===== src/rtl/adc_slice_capture.sv =====
`timescale 1ns/1ps
// adc_slice_capture
//
// Purpose:
//   Consumes one stochastic ADC slice on the emulator clock. Rising edges of
//   the slice sample clock (clk_adder) are detected as data. On each edge the
//   sign/magnitude sample is converted to two's complement, an offset is
//   subtracted, the result is saturated and presented with a one-cycle strobe.
//   A calibration FSM averages 2^CAL_LOG2 raw samples to estimate the offset.
//
// Ports:
//   emu_clk     in   emulator clock (only clock)
//   emu_rst     in   synchronous active-high reset
//   clk_adder   in   slice sample clock, treated as data
//   en          in   capture enable (edges ignored when low)
//   sign_in     in   slice sign, 1 = positive
//   mag_in      in   [Nadc]    unsigned slice magnitude
//   offset_ext  in   [Nadc+1]  signed external offset
//   use_est     in   1 = subtract offset_est, 0 = subtract offset_ext
//   cal_start   in   single-cycle calibration request
//   data_out    out  [Nadc+1]  signed corrected sample
//   data_valid  out  one-cycle strobe, data_out is new
//   offset_est  out  [Nadc+1]  signed calibration result
//   cal_busy    out  high while accumulating
//   cal_done    out  high in DONE state
module adc_slice_capture #(
  parameter int Nadc     = 8,
  parameter int CAL_LOG2 = 6
) (
  input  logic                   emu_clk,
  input  logic                   emu_rst,
  input  logic                   clk_adder,
  input  logic                   en,
  input  logic                   sign_in,
  input  logic [Nadc-1:0]        mag_in,
  input  logic signed [Nadc:0]   offset_ext,
  input  logic                   use_est,
  input  logic                   cal_start,
  output logic signed [Nadc:0]   data_out,
  output logic                   data_valid,
  output logic signed [Nadc:0]   offset_est,
  output logic                   cal_busy,
  output logic                   cal_done
);

  localparam int DW = Nadc + 1;            // sample width
  localparam int CW = Nadc + 2;            // correction width, before saturation
  localparam int AW = Nadc + 1 + CAL_LOG2; // accumulator width, cannot overflow
  localparam int NW = CAL_LOG2 + 1;        // sample counter width
  localparam logic [NW-1:0] CNT_LAST = NW'((1 << CAL_LOG2) - 1);

  typedef enum logic [1:0] {
    IDLE  = 2'd0,
    ACCUM = 2'd1,
    DONE  = 2'd2
  } state_t;

  // Clamp a CW-bit value into the DW-bit signed range. Overflow is present
  // exactly when the two top bits disagree.
  function automatic logic signed [DW-1:0] sat(input logic signed [CW-1:0] x);
    if (x[CW-1] != x[CW-2])
      sat = x[CW-1] ? {1'b1, {Nadc{1'b0}}} : {1'b0, {Nadc{1'b1}}};
    else
      sat = x[DW-1:0];
  endfunction

  state_t                 state_q;
  logic                   clk_adder_q;
  logic                   vld_q;
  logic signed [DW-1:0]   data_q;
  logic signed [DW-1:0]   est_q;
  logic signed [AW-1:0]   acc_q;
  logic [NW-1:0]          cnt_q;
  logic                   busy_q;
  logic                   done_q;

  logic                   cap_edge_d;
  logic signed [DW-1:0]   mag_s_d;
  logic signed [DW-1:0]   raw_d;
  logic signed [DW-1:0]   off_d;
  logic signed [CW-1:0]   corr_d;
  logic signed [AW-1:0]   acc_d;

  always_comb begin
    cap_edge_d = clk_adder & ~clk_adder_q & en;
    mag_s_d    = $signed({1'b0, mag_in});
    raw_d      = sign_in ? mag_s_d : -mag_s_d;
    off_d      = use_est ? est_q : offset_ext;
    corr_d     = $signed({raw_d[DW-1], raw_d}) - $signed({off_d[DW-1], off_d});
    acc_d      = acc_q + $signed({{CAL_LOG2{raw_d[DW-1]}}, raw_d});
  end

  // Capture stage and calibration FSM. clk_adder_q resets to 1 so a high
  // sample clock at reset release is not mistaken for a rising edge.
  always_ff @(posedge emu_clk) begin
    if (emu_rst) begin
      clk_adder_q <= 1'b1;
      vld_q       <= 1'b0;
      data_q      <= '0;
      est_q       <= '0;
      acc_q       <= '0;
      cnt_q       <= '0;
      busy_q      <= 1'b0;
      done_q      <= 1'b0;
      state_q     <= IDLE;
    end else begin
      clk_adder_q <= clk_adder;
      vld_q       <= cap_edge_d;
      if (cap_edge_d)
        data_q <= sat(corr_d);

      case (state_q)
        IDLE: begin
          if (cal_start) begin
            state_q <= ACCUM;
            acc_q   <= '0;
            cnt_q   <= '0;
            busy_q  <= 1'b1;
          end
        end
        ACCUM: begin
          if (cap_edge_d) begin
            acc_q <= acc_d;
            cnt_q <= cnt_q + NW'(1);
            if (cnt_q == CNT_LAST) begin
              // Arithmetic shift of the full sum (floor); top DW bits of the
              // shifted value are the mean.
              est_q   <= acc_d[AW-1:CAL_LOG2];
              state_q <= DONE;
              busy_q  <= 1'b0;
              done_q  <= 1'b1;
            end
          end
        end
        DONE: begin
          if (cal_start) begin
            state_q <= ACCUM;
            acc_q   <= '0;
            cnt_q   <= '0;
            busy_q  <= 1'b1;
            done_q  <= 1'b0;
          end
        end
        default: begin
          state_q <= IDLE;
          busy_q  <= 1'b0;
          done_q  <= 1'b0;
        end
      endcase
    end
  end

  assign data_out   = data_q;
  assign data_valid = vld_q;
  assign offset_est = est_q;
  assign cal_busy   = busy_q;
  assign cal_done   = done_q;

endmodule


===== config.mk =====
export PLATFORM = sky130hd
export DESIGN_NAME = adc_slice_capture
export DESIGN_NICKNAME = d
export VERILOG_FILES = /design/src/rtl/adc_slice_capture.sv
export SDC_FILE = /design/constraint.sdc
export NUM_CORES = 1
export LEC_CHECK = 0
export CORE_ASPECT_RATIO = 0.6
export CORE_UTILIZATION = 43
export CTS_CLUSTER_DIAMETER = 200
export DETAILED_ROUTE_END_ITERATION = 10
export HOLD_SLACK_MARGIN = 0.15
export PLACE_DENSITY_LB_ADDON = 0.05
export SKIP_LAST_GASP = 1
export SLEW_MARGIN = 20
export SYNTH_ARGS = -nofsm -noshare
export SYNTH_HDL_FRONTEND = slang
export SYNTH_SLANG_ARGS = --single-unit
export TNS_END_PERCENT = 100

===== constraint.sdc =====
create_clock -name emu_clk -period 8.46 [get_ports emu_clk]
set_input_delay 1.692 -clock emu_clk [delete_from_list [all_inputs] [get_ports emu_clk]]
set_output_delay 1.692 -clock emu_clk [all_outputs]
set_load 0.01 [all_outputs]

**Word-level counts from Yosys, hierarchy flattened**

Cells that the tools add are included.

- Output and inout port bits: 21
- Flip-flop bits (word level): 46
- Bits of input ports: 24
- Word-level logic and storage cells: 54

- Reductions and logical operators: 7
- Mux-type cells: 22
- Bitwise gates (word level): 4
- Add/subtract/negate cells: 4
- Equality and inequality tests: 8

Operators by type and width:

| cell | count |
|---|---|
| 9-bit two-way mux | 4 |
| 15-bit two-way mux | 2 |
| 15-bit case mux with 2 select lines | 1 |
| 15-bit by 9-bit adder with 15-bit output | 1 |
| 7-bit two-way mux | 2 |
| 7-bit case mux with 2 select lines | 1 |
| 9-bit by 9-bit subtractor with 10-bit output | 1 |
| 8-bit negation with 9-bit output | 1 |
| 3-bit AND reduction | 3 |
| 7-bit by 1-bit adder with 7-bit output (second input constant) | 1 |
| 7-bit by 6-bit equality test with 1-bit output (second input constant) | 1 |
| 1-bit two-way mux | 6 |
| 2-bit two-way mux | 3 |
| 2-bit inequality test (second input constant) | 3 |
| 2-bit case mux with 2 select lines | 1 |
| 4-bit AND reduction | 1 |
| 1-bit case mux with 3 select lines | 1 |
| 1-bit bitwise AND | 2 |
| 2-bit by 1-bit equality test with 1-bit output (second input constant) | 1 |
| 2-bit equality test (second input constant) | 1 |
| 2-bit logical NOT | 1 |
| 2-bit by 1-bit inequality test with 1-bit output (second input constant) | 1 |
| 1-bit NOT | 2 |
| 1-bit case mux with 2 select lines | 1 |
| other kinds (3) | 3 |

**Logic depth before layout (Yosys ltp)**

Gate-level depths: netlist (run 1).

- Word-level depth: 5
- Gate-level depth with buffers: 13
- Depth with buffers taken out: 13

**Worst setup path before layout (run 1)**

Ideal clock, no wire load.

- Kind: input port to flip-flop
- Start point: input port mag_in[0]
- End point: register est_q[8], in the netlist offset_est[8]
- Required time: 8.302 ns
- Stages: 13
- Path slack: 3.994 ns
- Arrival time: 4.309 ns
- Buffers on the path: 0
- Setup time: 0.158 ns
- Cells stage by stage: inv_1 -> ha_1 -> or3b_4 -> a211oi_4 -> inv_1 -> ha_1 -> o211ai_1 -> a21o_1 -> a41oi_1 -> a211oi_1 -> a211oi_2 -> xnor2_1 -> a211oi_1

- Word-level cells in the longest chain between the ends: 3

RTL lines:

| what | RTL line | text |
|---|---|---|
| start, declared | 35 | `input logic [Nadc-1:0] mag_in,` |
| 8-bit negation with 9-bit output | 87 | `raw_d = sign_in ? mag_s_d : -mag_s_d;` |
| 9-bit two-way mux * | 87 |  |
| 15-bit by 9-bit adder with 15-bit output * | 90 | `acc_d = acc_q + $signed({{CAL_LOG2{raw_d[DW-1]}}, raw_d});` |
| end signal, assigned | 128 | `est_q <= acc_d[AW-1:CAL_LOG2];` |
| end, declared | 71 | `logic signed [DW-1:0] est_q;` |

Mark *: on every way between the ends. The rest lies on a longest branch, timed or not.
A chain may end at the register's enable or synchronous reset.

**Worst setup path in the final report (run 1)**

Ends and elaborated chain as after synthesis.

==> metrics.txt, run 1 <==
run status=finished, final reports clean; Netlist cell types=66; share of the yosys chip area belonging to registers=0.2746; fraction of layout cells with a size suffix above 1=0.09346; CP Data Required Time=8.66 ns; Critical Path End Type=register; largest net degree at the start of global routing=54; initial antenna violation count=0; total standard cell area after synthesis=3353 um2; Power Density=150.2 nW/um2; worst-margin pin slew=0.7374 ns; largest stage delay on the critical path=0.48 ns; prevailing post-synth register cell=sky130_fd_sc_hd__dfxtp_1; worst-case clock skew=0.005667 ns; clock transition at the registers of the reported paths=0.06 ns; max-slew violation count=0; aggregate routed wire length=8.500 mm; reported leakage power=1.569 nW; Final Net Count=478; average cell area after synthesis=8.642 um2; total track usage=0.2237; total design power=0.6057 mW; area of all placed cells without fillers=4031 um2; PostCTS Resize Cnt=0; maximum buffer depth of the clock tree=2; startpoint type of the worst setup path=input pin; classification of the worst-slack hold path=reg2reg; family with the most delay on the worst path=compound AO/OA/AOI/OAI gates; number of sinks driven by the clock tree=46; ranking of synthesized cells by area=sky130_fd_sc_hd__dfxtp_1 27%, sky130_fd_sc_hd__ha_1 9.3%, sky130_fd_sc_hd__nor2_1 5.9%; pre-CTS setup slack=3.168 ns; type of the worst setup path=in2reg; worst voltage drop across the vdd grid=90.96 uV; leading cell types in the layout, fill and taps excluded=53 x sky130_fd_sc_hd__nor2_1, 46 x sky130_fd_sc_hd__dfxtp_1, 44 x sky130_fd_sc_hd__clkdlybuf4s50_1; diodes inserted=0; Final ANT Viol Nets=0; number of buffers inserted during clock tree synthesis=5; EDFF count, synth=0; share of the cycle needed by the critical path after routing=0.5938; non-filler instance count after layout=532; number of iterations in the first detailed-routing pass=4; final count of hold timing violations=0; Max-cap violations=0; peak fanout along the critical path=5; fraction of synthesized cell area taken by the top area cell type=0.2746; Die Outline Area=8167 um2; per-cell via count in the routed design=5.462; clock tree from TritonCTS=done; Routed WL per cell=15.98 um; boundary pin count=45; Area Growth Syn to Fin=20.22%; clock latency reported for the late side of the worst-skew pair=0.29 ns; Post-CTS Hold Fix Bufs=0; placed wire-length estimate=6.408 mm; post-detailed-placement cell area=3860 um2; total placed cells including tap cells=524; routability-driven placement congestion ratio=0.9223; Rel. slew slack=0.5057; number of setup violations in the final report=0; number of port buffers=44; global-route wire length before repair=13.76 mm; Crit path buffers/inverters=3; DRC=0; setup bufs post-CTS=0; RSZ-0062 raised after global routing=no; Net Count, Synth=439; die width=116.0 um; setup_tns=0 ns; CTS root buffer=sky130_fd_sc_hd__clkbuf_16; Core Rows=24; routed vias=2,906; critical-path cell with the highest stage delay=sky130_fd_sc_hd__clkdlybuf4s50_1; core area=7417 um2; overflow left after global routing=0; PnR worst setup slack=3.436 ns; commonest non-fill, non-tap cell in the layout=sky130_fd_sc_hd__nor2_1; crit path DAT=5.23 ns; cell-by-cell trace of the critical path=clkdlybuf4s50_1 -> inv_1 -> ha_1 -> or3b_4 -> a211oi_4 -> inv_1 -> ha_1 -> o211ai_1 -> a21o_1 -> a41oi_1 -> a211oi_1 -> a211oi_2 -> xnor2_1 -> a211oi_1; Die Y-Extent=70.40 um; min cycle time layout=5.024 ns; Fmax=199.1 MHz; maximum level of the CTS H-tree=2; register bit total from synthesis=46; number of global-route vias before repair=2,602; Starting Density=0.4521; Cells after Synth=388; number of DRC violations after detailed-routing iteration 0=161; total of warnings raised by yosys=0; top cell type by total area after synthesis=sky130_fd_sc_hd__dfxtp_1; async set-reset flop share out of synthesis=0
power breakdown:
group	total (mW)	internal [mW]	switching, mW	leakage (nW)
Sequential	0.222	0.220	0.00202	0.372
Combinational	0.158	0.0701	0.0876	1.12
Clock	0.226	0.140	0.0865	0.0771
per-stage QoR:
stage / util / hold slack [ns]
2_1_floorplan: - / 0.4539
3_3_place_gp: 0.5204 / 0.4787
3_5_place_dp: 0.5204 / 0.4793
4_1_cts: 0.5428 / 0.4944
5_1_grt: 0.5435 / 0.5231
6_report: 0.5435 / 0.4901
cells by family after synthesis:
logic type,after synthesis,share of synthesized area
compound gates,105,0.2377
buf+inv,29,0.04142
mux,12,0.04104
flops,46,0.2746
fa+ha+maj,34,0.1287
simple gates,139,0.2108
xor+xnor,23,0.06567
flip-flops by register name (all words and copies together), names as in the netlist:
register,flops
offset_est,9
cal_busy,1
state_q,2
data_out,9
cnt_q,7
data_valid,1
cal_done,1
acc_q,15
clk_adder_q,1
layer usage:
layer,up-vias,track usage,wire length (um)
met1,1346,0.3646,4915
met3,7,0.03993,325
met2,58,0.2910,3189
met5,-,0,0
met4,0,0.05128,70
li1,1495,-,-
area by class of cell:
class | instances | area [um2]
fillers | 692 | 3386
multi-input cells | 313 | 2298
flip-flops and latches | 46 | 920.9
repair buffers | 47 | 462.9
well taps | 104 | 130.1
clock buffers | 6 | 128.9
inverters | 14 | 52.55
clock inverters | 2 | 37.54
tightest hold or removal path: stages (launching register included):
cell and delay, ns:
sky130_fd_sc_hd__dfxtp_1 0.32, sky130_fd_sc_hd__o21ai_0 0.07, sky130_fd_sc_hd__a21oi_1 0.06
cell usage after synthesis, types with 3 or more instances:
cell type,instances
sky130_fd_sc_hd__maj3_2,7
sky130_fd_sc_hd__inv_1,13
sky130_fd_sc_hd__nand2b_1,6
sky130_fd_sc_hd__a21o_1,8
sky130_fd_sc_hd__a31oi_1,5
sky130_fd_sc_hd__xnor2_1,10
sky130_fd_sc_hd__a22oi_1,10
sky130_fd_sc_hd__mux2_2,4
sky130_fd_sc_hd__o21ai_0,10
sky130_fd_sc_hd__and2_1,6
sky130_fd_sc_hd__nor2_1,53
sky130_fd_sc_hd__nand3_1,4
sky130_fd_sc_hd__nand4b_1,4
sky130_fd_sc_hd__clkbuf_1,9
sky130_fd_sc_hd__o211ai_1,3
sky130_fd_sc_hd__o311ai_0,4
sky130_fd_sc_hd__xor2_1,12
sky130_fd_sc_hd__nand4_1,3
sky130_fd_sc_hd__and3_1,4
sky130_fd_sc_hd__a21oi_1,28
sky130_fd_sc_hd__nor2b_1,3
sky130_fd_sc_hd__nor3_1,9
sky130_fd_sc_hd__nand2_1,26
sky130_fd_sc_hd__a211oi_1,9
sky130_fd_sc_hd__dfxtp_1,46
sky130_fd_sc_hd__nand3b_1,7
sky130_fd_sc_hd__mux2i_1,7
sky130_fd_sc_hd__o21bai_1,4
sky130_fd_sc_hd__or3_1,3
sky130_fd_sc_hd__ha_1,25
sky130_fd_sc_hd__a211oi_2,3
path summary, 6_finish.rpt:
check                              startpoint  cells after the start  slack, ns       endpoint
worst max register to register  offset_est[1]                     10       5.66    data_out[7]
worst min register to register       cnt_q[5]                      2       0.49       cnt_q[5]
worst min-delay path                 cnt_q[5]                      2       0.49       cnt_q[5]
worst max-delay path                mag_in[0]                     14       3.44  offset_est[8]
(Power assumes the default switching activity.)
==> inputs of run 2 (changes only) <==
- clock period: 8.46 -> 5.3 ns (I/O delays scaled with it)
==> run 2 against run 1 <==
Via count rose by 0.41%. Largest cell class unchanged. Critical endpoint is now offset_est[7]. Critical path depth unchanged. Register-to-register slack got worse by 3.2 ns. Count of clock-buffer cells in the layout unchanged. First-iteration DRC count rose by 66%. Worst hold slack better by 0.0029 ns. Combinational power up 59%. Highest routed layer unchanged. Power rose by 60%. Core utilization is 0.20 points higher. Cell count grew 0.38%. Critical path type unchanged.
==> metrics.txt, run 2 (synthesis gave the netlist of run 1 again) <==
run status=finished, final reports clean; Post-CTS Hold Fix Bufs=0; worst-case clock skew=0.003611 ns; PostCTS Resize Cnt=0; initial antenna violation count=0; boundary pin count=45; type of the worst setup path=in2reg; Final ANT Viol Nets=0; classification of the worst-slack hold path=reg2reg; total track usage=0.2153; setup bufs post-CTS=0; share of the cycle needed by the critical path after routing=0.8370; end point of the worst hold path=cal_busy; peak fanout along the critical path=5; die width=116.0 um; Fmax=225.4 MHz; worst-margin pin slew=0.7228 ns; largest net degree at the start of global routing=54; Crit path buffers/inverters=3; clock transition at the registers of the reported paths=0.07 ns; launching instance or port of the critical path=mag_in[0]; leading cell types in the layout, fill and taps excluded=53 x sky130_fd_sc_hd__nor2_1, 46 x sky130_fd_sc_hd__dfxtp_1, 44 x sky130_fd_sc_hd__clkdlybuf4s50_1; DRC=0; RSZ-0062 raised after global routing=no; Critical Path End Type=register; clock tree from TritonCTS=done; crit path DAT=4.61 ns; cells on worst reg2reg path=10; final count of hold timing violations=0; startpoint of the lowest-slack register-to-register path=offset_est[1]; reg-to-reg critical path endpoint=data_out[5]; Starting Density=0.4521; number of setup violations in the final report=0; flip-flop count of the largest register after layout=15; global-route wire length before repair=13.41 mm; cell-by-cell trace of the critical path=clkdlybuf4s50_1 -> inv_1 -> ha_1 -> or3b_4 -> a211oi_4 -> inv_1 -> ha_1 -> a21o_1 -> a21o_1 -> a21boi_0 -> o2bb2ai_1 -> o41ai_1 -> nand4b_1 -> o311ai_0; commonest non-fill, non-tap cell in the layout=sky130_fd_sc_hd__nor2_1; source of the worst hold timing path=cal_busy; largest stage delay on the critical path=0.62 ns; core area=7417 um2; clock latency reported for the late side of the worst-skew pair=0.29 ns; non-filler instance count after layout=534; number of buffers inserted during clock tree synthesis=5; critical-path cell with the highest stage delay=sky130_fd_sc_hd__o41ai_1; fraction of layout cells with a size suffix above 1=0.09767; diodes inserted=0; Final Net Count=480; CTS root buffer=sky130_fd_sc_hd__clkbuf_16; number of iterations in the first detailed-routing pass=4; setup_tns=0 ns; number of sinks driven by the clock tree=46; fillcell total=706; number of port buffers=44; CP Data Required Time=5.48 ns; number of DRC violations after detailed-routing iteration 0=267; aggregate routed wire length=8.379 mm; Power Density=239.3 nW/um2; Die Y-Extent=70.40 um; family with the most delay on the worst path=compound AO/OA/AOI/OAI gates; maximum level of the CTS H-tree=2; placed wire-length estimate=6.321 mm; number of global-route vias before repair=2,576; routability-driven placement congestion ratio=0.9153; register-to-register path setup slack=2.51 ns; Biggest register=acc_q; hold depth=2; Core Rows=24; reported leakage power=1.579 nW; maximum buffer depth of the clock tree=2; startpoint type of the worst setup path=input pin; max-slew violation count=0; Routed WL per cell=15.69 um; worst voltage drop across the vdd grid=123.0 uV; Max-cap violations=0; routed vias=2,918; Rel. slew slack=0.5118; Stages on worst setup path=14; Die Outline Area=8167 um2; per-cell via count in the routed design=5.464; overflow left after global routing=0; Area Growth Syn to Fin=20.67%; total placed cells including tap cells=526; min cycle time layout=4.436 ns
==> run 2: changes by cell type in the layout (fill, tap and decap cells not counted), sizes merged <==
cell and change:
buf +2
==> run 2: where the power goes <==
| group | internal, mW | switching, mW |
|---|---|---|
| Clock | 0.223 | 0.140 |
| Combinational | 0.112 | 0.138 |
| Sequential | 0.351 | 0.00324 |
| Total | 0.686 | 0.282 |
==> run 2: area by class of cell <==
type	count	area (um2)	share of cell area
inverter	14	52.55	0.01299
clock inverter	2	37.54	0.009276
sequential	46	920.9	0.2276
tap	104	130.1	0.03216
multi-input combinational	313	2298	0.5680
clock buffer	6	128.9	0.03185
timing repair buffer	49	478.0	0.1181
==> run 2: layer usage <==
layer	global-route usage	vias up	part of all wire
li1	-	1511	-
met1	0.3473	1338	0.56
met2	0.2897	65	0.39
met3	0.04080	4	0.049
met4	0.03419	0	0.0042
met5	0	-	0
==> run 2: how the worst max path moves through the flow <==
stage                    end
6_report       offset_est[7]
5_1_grt        offset_est[7]
4_1_cts        offset_est[7]
3_5_place_dp   offset_est[8]
3_3_place_gp   offset_est[8]
2_1_floorplan  offset_est[8]
==> run 2: metrics by stage <==
stage	area [um2]	worst slack [ns]	hold slack (ns)	utilization	power, mW
after floorplan	3353	1.466	0.4539	-	0.5424
after global placement	3875	0.7183	0.4773	0.5224	0.6091
after detailed placement	3875	0.5904	0.4893	0.5224	0.6113
after CTS	4041	0.8901	0.4985	0.5449	0.9734
after global routing	4046	0.4988	0.5182	0.5455	1.015
final	4046	0.8639	0.4930	0.5455	0.9683
==> run 2: worst min-delay path: stages, from the launching register on <==
cell and delay [ns]:
sky130_fd_sc_hd__dfxtp_1 0.32, sky130_fd_sc_hd__nand3b_1 0.08, sky130_fd_sc_hd__a21oi_1 0.05
==> inputs of run 3 (changes only) <==
- clock period: 5.3 -> 4.35 ns (I/O delays scaled with it)
==> run 3 against run 2 <==
Cell count is 2.1% higher. Via count is 1.5% higher. Non-clock buffer count is 11 higher. Sequential power is 22% higher. Sequential share of layout area is 0.43 points lower.
==> metrics.txt, run 3 (synthesis gave the netlist of run 1 again) <==
startpoint type of the worst setup path=input pin; DRC=0; Max-cap violations=0; clock tree from TritonCTS=done; total track usage=0.2300; worst-margin pin slew=0.8604 ns; initial antenna violation count=0; routability-driven placement congestion ratio=0.8995; Die Y-Extent=70.40 um; Routed WL per cell=15.82 um; type of the worst setup path=in2reg; largest net degree at the start of global routing=29; clock latency reported for the late side of the worst-skew pair=0.29 ns; final count of hold timing violations=0; flip-flop count of the largest register after layout=15; Power Density=286.9 nW/um2; Final ANT Viol Nets=0; number of DRC violations after detailed-routing iteration 0=247; maximum buffer depth of the clock tree=2; CP Data Required Time=4.56 ns; CTS root buffer=sky130_fd_sc_hd__clkbuf_16; reported leakage power=1.632 nW; share of the cycle needed by the critical path after routing=0.9267; fillcell total=707; per-cell via count in the routed design=5.435; Post-CTS Hold Fix Bufs=0; number of sinks driven by the clock tree=46; Rel. slew slack=0.4246; setup bufs post-CTS=0; crit path DAT=4.24 ns; run status=finished, final reports clean; number of setup violations in the final report=0; worst-case clock skew=0.005030 ns; Critical Path End Type=register; core area=7417 um2; overflow left after global routing=0; aggregate routed wire length=8.621 mm; Final Net Count=491; routed vias=2,962; number of global-route vias before repair=2,755; global-route wire length before repair=14.32 mm; number of buffers inserted during clock tree synthesis=5; Biggest register=acc_q; classification of the worst-slack hold path=reg2reg; setup_tns=0 ns; largest stage delay on the critical path=0.47 ns; Core Rows=24; boundary pin count=45; cell-by-cell trace of the critical path=clkdlybuf4s50_1 -> inv_1 -> ha_1 -> or3b_4 -> a211oi_4 -> inv_1 -> ha_1 -> o211ai_1 -> a21o_1 -> a41oi_1 -> a211oi_1 -> a211oi_2 -> xnor2_1 -> a211oi_1; peak fanout along the critical path=5; RSZ-0062 raised after global routing=no; diodes inserted=0; number of port buffers=44; max-slew violation count=0; Die Outline Area=8167 um2; die width=116.0 um; Area Growth Syn to Fin=22.99%; commonest non-fill, non-tap cell in the layout=sky130_fd_sc_hd__nor2_1; fraction of layout cells with a size suffix above 1=0.1179; PostCTS Resize Cnt=0; placed wire-length estimate=6.738 mm; critical-path cell with the highest stage delay=sky130_fd_sc_hd__clkdlybuf4s50_1; worst voltage drop across the vdd grid=149.2 uV; leading cell types in the layout, fill and taps excluded=53 x sky130_fd_sc_hd__nor2_1, 46 x sky130_fd_sc_hd__dfxtp_1, 44 x sky130_fd_sc_hd__clkdlybuf4s50_1; maximum level of the CTS H-tree=2; number of iterations in the first detailed-routing pass=4; Starting Density=0.4521; Fmax=248.1 MHz; clock transition at the registers of the reported paths=0.06 ns; final worst hold slack=0.4798 ns; min cycle time layout=4.031 ns
-- run 3: changes by cell type in the layout (fill, tap and decap cells not counted) --
| cell | change |
|---|---|
| sky130_fd_sc_hd__buf_4 | +11 |
| sky130_fd_sc_hd__nor3_1 | +1 |
| sky130_fd_sc_hd__nor3_2 | -1 |
-- run 3: path summary, 6_finish.rpt --
path,from,end,slack [ns],depth (start not counted)
worst min register to register,offset_est[6],offset_est[6],0.48,2
worst max-delay path,mag_in[1],offset_est[8],0.32,14
worst min-delay path,offset_est[6],offset_est[6],0.48,2
worst max register to register,offset_est[0],data_out[1],1.54,10
-- run 3: worst max-delay path, delay by kind of cell --
family / cells / cell delay, ns
adder cells (fa/ha/maj): 2 / 0.51
buffers and inverters: 3 / 0.65
AND/OR/NAND/NOR: 1 / 0.43
XOR/XNOR: 1 / 0.10
AO/OA/AOI/OAI: 7 / 1.67
-- run 3: area by class of cell --
class                   instances  area (um2)  area share
repair buffers                 60       560.5      0.1359
well taps                     104       130.1     0.03155
inverters                      14       52.55     0.01274
clock buffers                   6       128.9     0.03125
flip-flops and latches         46       920.9      0.2233
clock inverters                 2       37.54    0.009102
multi-input cells             313        2293      0.5561
-- run 3: layer usage --
metal | GRT usage | vias up | routed length (um)
li1 | - | 1523 | -
met1 | 0.3528 | 1362 | 4757
met2 | 0.3188 | 67 | 3415
met3 | 0.04340 | 10 | 307
met4 | 0.06553 | 0 | 141
met5 | 0 | - | 0
-- run 3: stage by stage --
stage / cells / worst slack, ns / area [um2] / utilization / total power, mW
after global placement: 537 / 0.1351 / 3958 / 0.5336 / 0.7553
after detailed placement: 537 / 0.04980 / 3958 / 0.5336 / 0.7590
final: 545 / 0.3186 / 4124 / 0.5560 / 1.183
after floorplan: 388 / 0.7057 / 3353 / - / 0.6609
after global routing: 545 / 0.1013 / 4124 / 0.5560 / 1.240
after CTS: 545 / 0.3490 / 4124 / 0.5560 / 1.194
-- run 3: power by group --
part	switching (mW)	internal [mW]
clock network	0.160	0.271
logic	0.174	0.146
registers	0.00397	0.428
total	0.338	0.845
==> RTL edit, RTL diff (settings of run 2) <==
Reset style: asynchronous (`emu_rst`), changed in one clocked block. Comments in the files are not updated.
--- a/src/rtl/adc_slice_capture.sv
+++ b/src/rtl/adc_slice_capture.sv
@@ -94,3 +94,3 @@
   // sample clock at reset release is not mistaken for a rising edge.
-  always_ff @(posedge emu_clk) begin
+  always_ff @(posedge emu_clk or posedge emu_rst) begin
     if (emu_rst) begin
Formal check against the unedited RTL: differs if emu_rst is asserted again (counterexample within 4 cycles, from zero or initial values and one cycle with emu_rst high); with emu_rst held inactive, the same outputs for 10 cycles.
==> RTL edit against run 2 <==
Clock skew grew 0.0018 ns; synthesized cell count shrank 5.2%; utilization grew 0.088 points; register-to-register slack lost 0.17 ns; synthesized area shrank 1.6%; sequential share of layout area grew 5.9 points; setup slack gained 0.063 ns; via count shrank 6.5%; cell area shrank 0.65%; sequential cell count is the same; routed wire length shrank 7.0%; die area shrank 1.5%; largest cell class unchanged.
Power is not compared: it rests on default switching activity, and its combinational part moved more than twofold at a synthesized area within 25%.
==> RTL edit: results (changes against run 2) <==
* Syn Nets at 419 (-4.6%)
* CP Max Fanout at 8 (+3)
* RD Place Congestion at 0.8779 (-4.1%)
* Synth warnings at 0 (unchanged)
* Instance area at placement at 3852 um2 (-0.58%)
* Worst flop-to-flop path startpoint: offset_est[0]
* Distinct cells, synth at 61 (-7.6%)
* Mapped Avg Cell Area at 8.969 um2 (+3.8%)
* Routed wire length per instance at 15.10 um (-3.8%)
* Synth top area cells: dfrtp_1, ha_1, o21ai_0
* Post-Place Cells at 508 (-3.4%)
* Internal power at between 900 and 1000 uW
* Status: complete, no violations
* CP max stage cell: clkdlybuf4s50_1
* XOR/XNOR Fraction of Synth Area at 8.226% (+1.7 points)
* Synth Area in Adders at 12.66% (-0.21 points)
* Final HPWL from detailed placement at 5927 um (-6.2%)
* Worst slack, placed at 0.6012 ns (+0.01078 ns)
* Setup crit end: offset_est[8]
* Tcrit/Tclk final at 82.51% (-1.2 points)
* Bufs w/o clock at 48 (-2.0%)
* Clock buf/inv share at 4.139% (+0.027 points)
* Sequential share of the synthesized area at 34.91% (+7.5 points)
* Fin area at 4020 um2 (-0.65%)
* Worst-Margin Slew at 0.8997 ns (+0.1769 ns)
* Global Route Usage Sum at 21.17% (-0.36 points)
* Synth cell count leaders: dfrtp_1, nand2_1, o21ai_0
* Complex-gate fraction of the synthesized area at 17.51% (-6.3 points)
* FF-to-FF End: data_out[4]
* Non-clock inverters at 19 (+5)
* # fillers at 704 (-0.28%)
* Via/cell ratio at 5.289 (-3.2%)
* First-pass GRT wire length at 12940 um (-3.4%)
* Post-route insts no fill at 516 (-3.4%)
* Comb_multi_in at 291 (-7.0%)
* Hold endpoint: data_out[3]
* CP max stage delay at 0.46 ns (-0.16 ns)
* Share of cells above drive strength 1 at 8.252% (-1.5 points)
* Seq cells at 46 (unchanged)
* Largest net degree at the start of global routing at 47 (-13%)
* Skew final at 0.005447 ns (+0.001836 ns)
* Area share of buffers outside the clock network at 11.70% (-0.11 points)
* Async SR Flop Fraction at 100.0% (+100 points)
* Total Nets Final at 462 (-3.8%)
* Fraction of area in multi-input gates at 50.45% (-6.4 points)
* Clock buffer count at 6 (unchanged)
* Fraction of area in registers at 28.66% (+5.9 points)
* Vias in the first global route at 2566 (-0.39%)
* Mapped Cells at 368 (-5.2%)
* Worst hold start: data_out[3]
* Drt initial violations at 115 (-57%)
* R2R setup slack at 2.34 ns (-0.17 ns)
* Proportion of synthesized area in mux cells at 3.904% (-0.20 points)
RTL edit: metal layers:
metal,track usage (%),part of all wire [%]
met5,0,0
met4,6.782,1.4
met2,29.52,41
met3,4.514,5.0
met1,32.12,53
RTL edit: per-stage QoR:
| step | power, uW | hold WS, ns |
|---|---|---|
| floorplan | 1009 | 0.4607 |
| global placement | 1189 | 0.4617 |
| detailed placement | 1199 | 0.4654 |
| CTS | 1576 | 0.4813 |
| global route | 1688 | 0.5183 |
| finish | 1567 | 0.4746 |
RTL edit: power by group through the flow:
stage	sequential, uW	combinational [uW]	clock [uW]
2_1_floorplan	498	510	0
3_3_place_gp	496	693	0
3_5_place_dp	499	701	0
4_1_cts	492	708	376
5_1_grt	506	790	392
6_report	492	707	368
RTL edit: critical path, delay by kind of cell:
family / cells / cell delay, ns
AO/OA/AOI/OAI: 4 / 1.17
buffers and inverters: 3 / 0.67
AND/OR/NAND/NOR: 4 / 1.25
adder cells (fa/ha/maj): 2 / 0.48
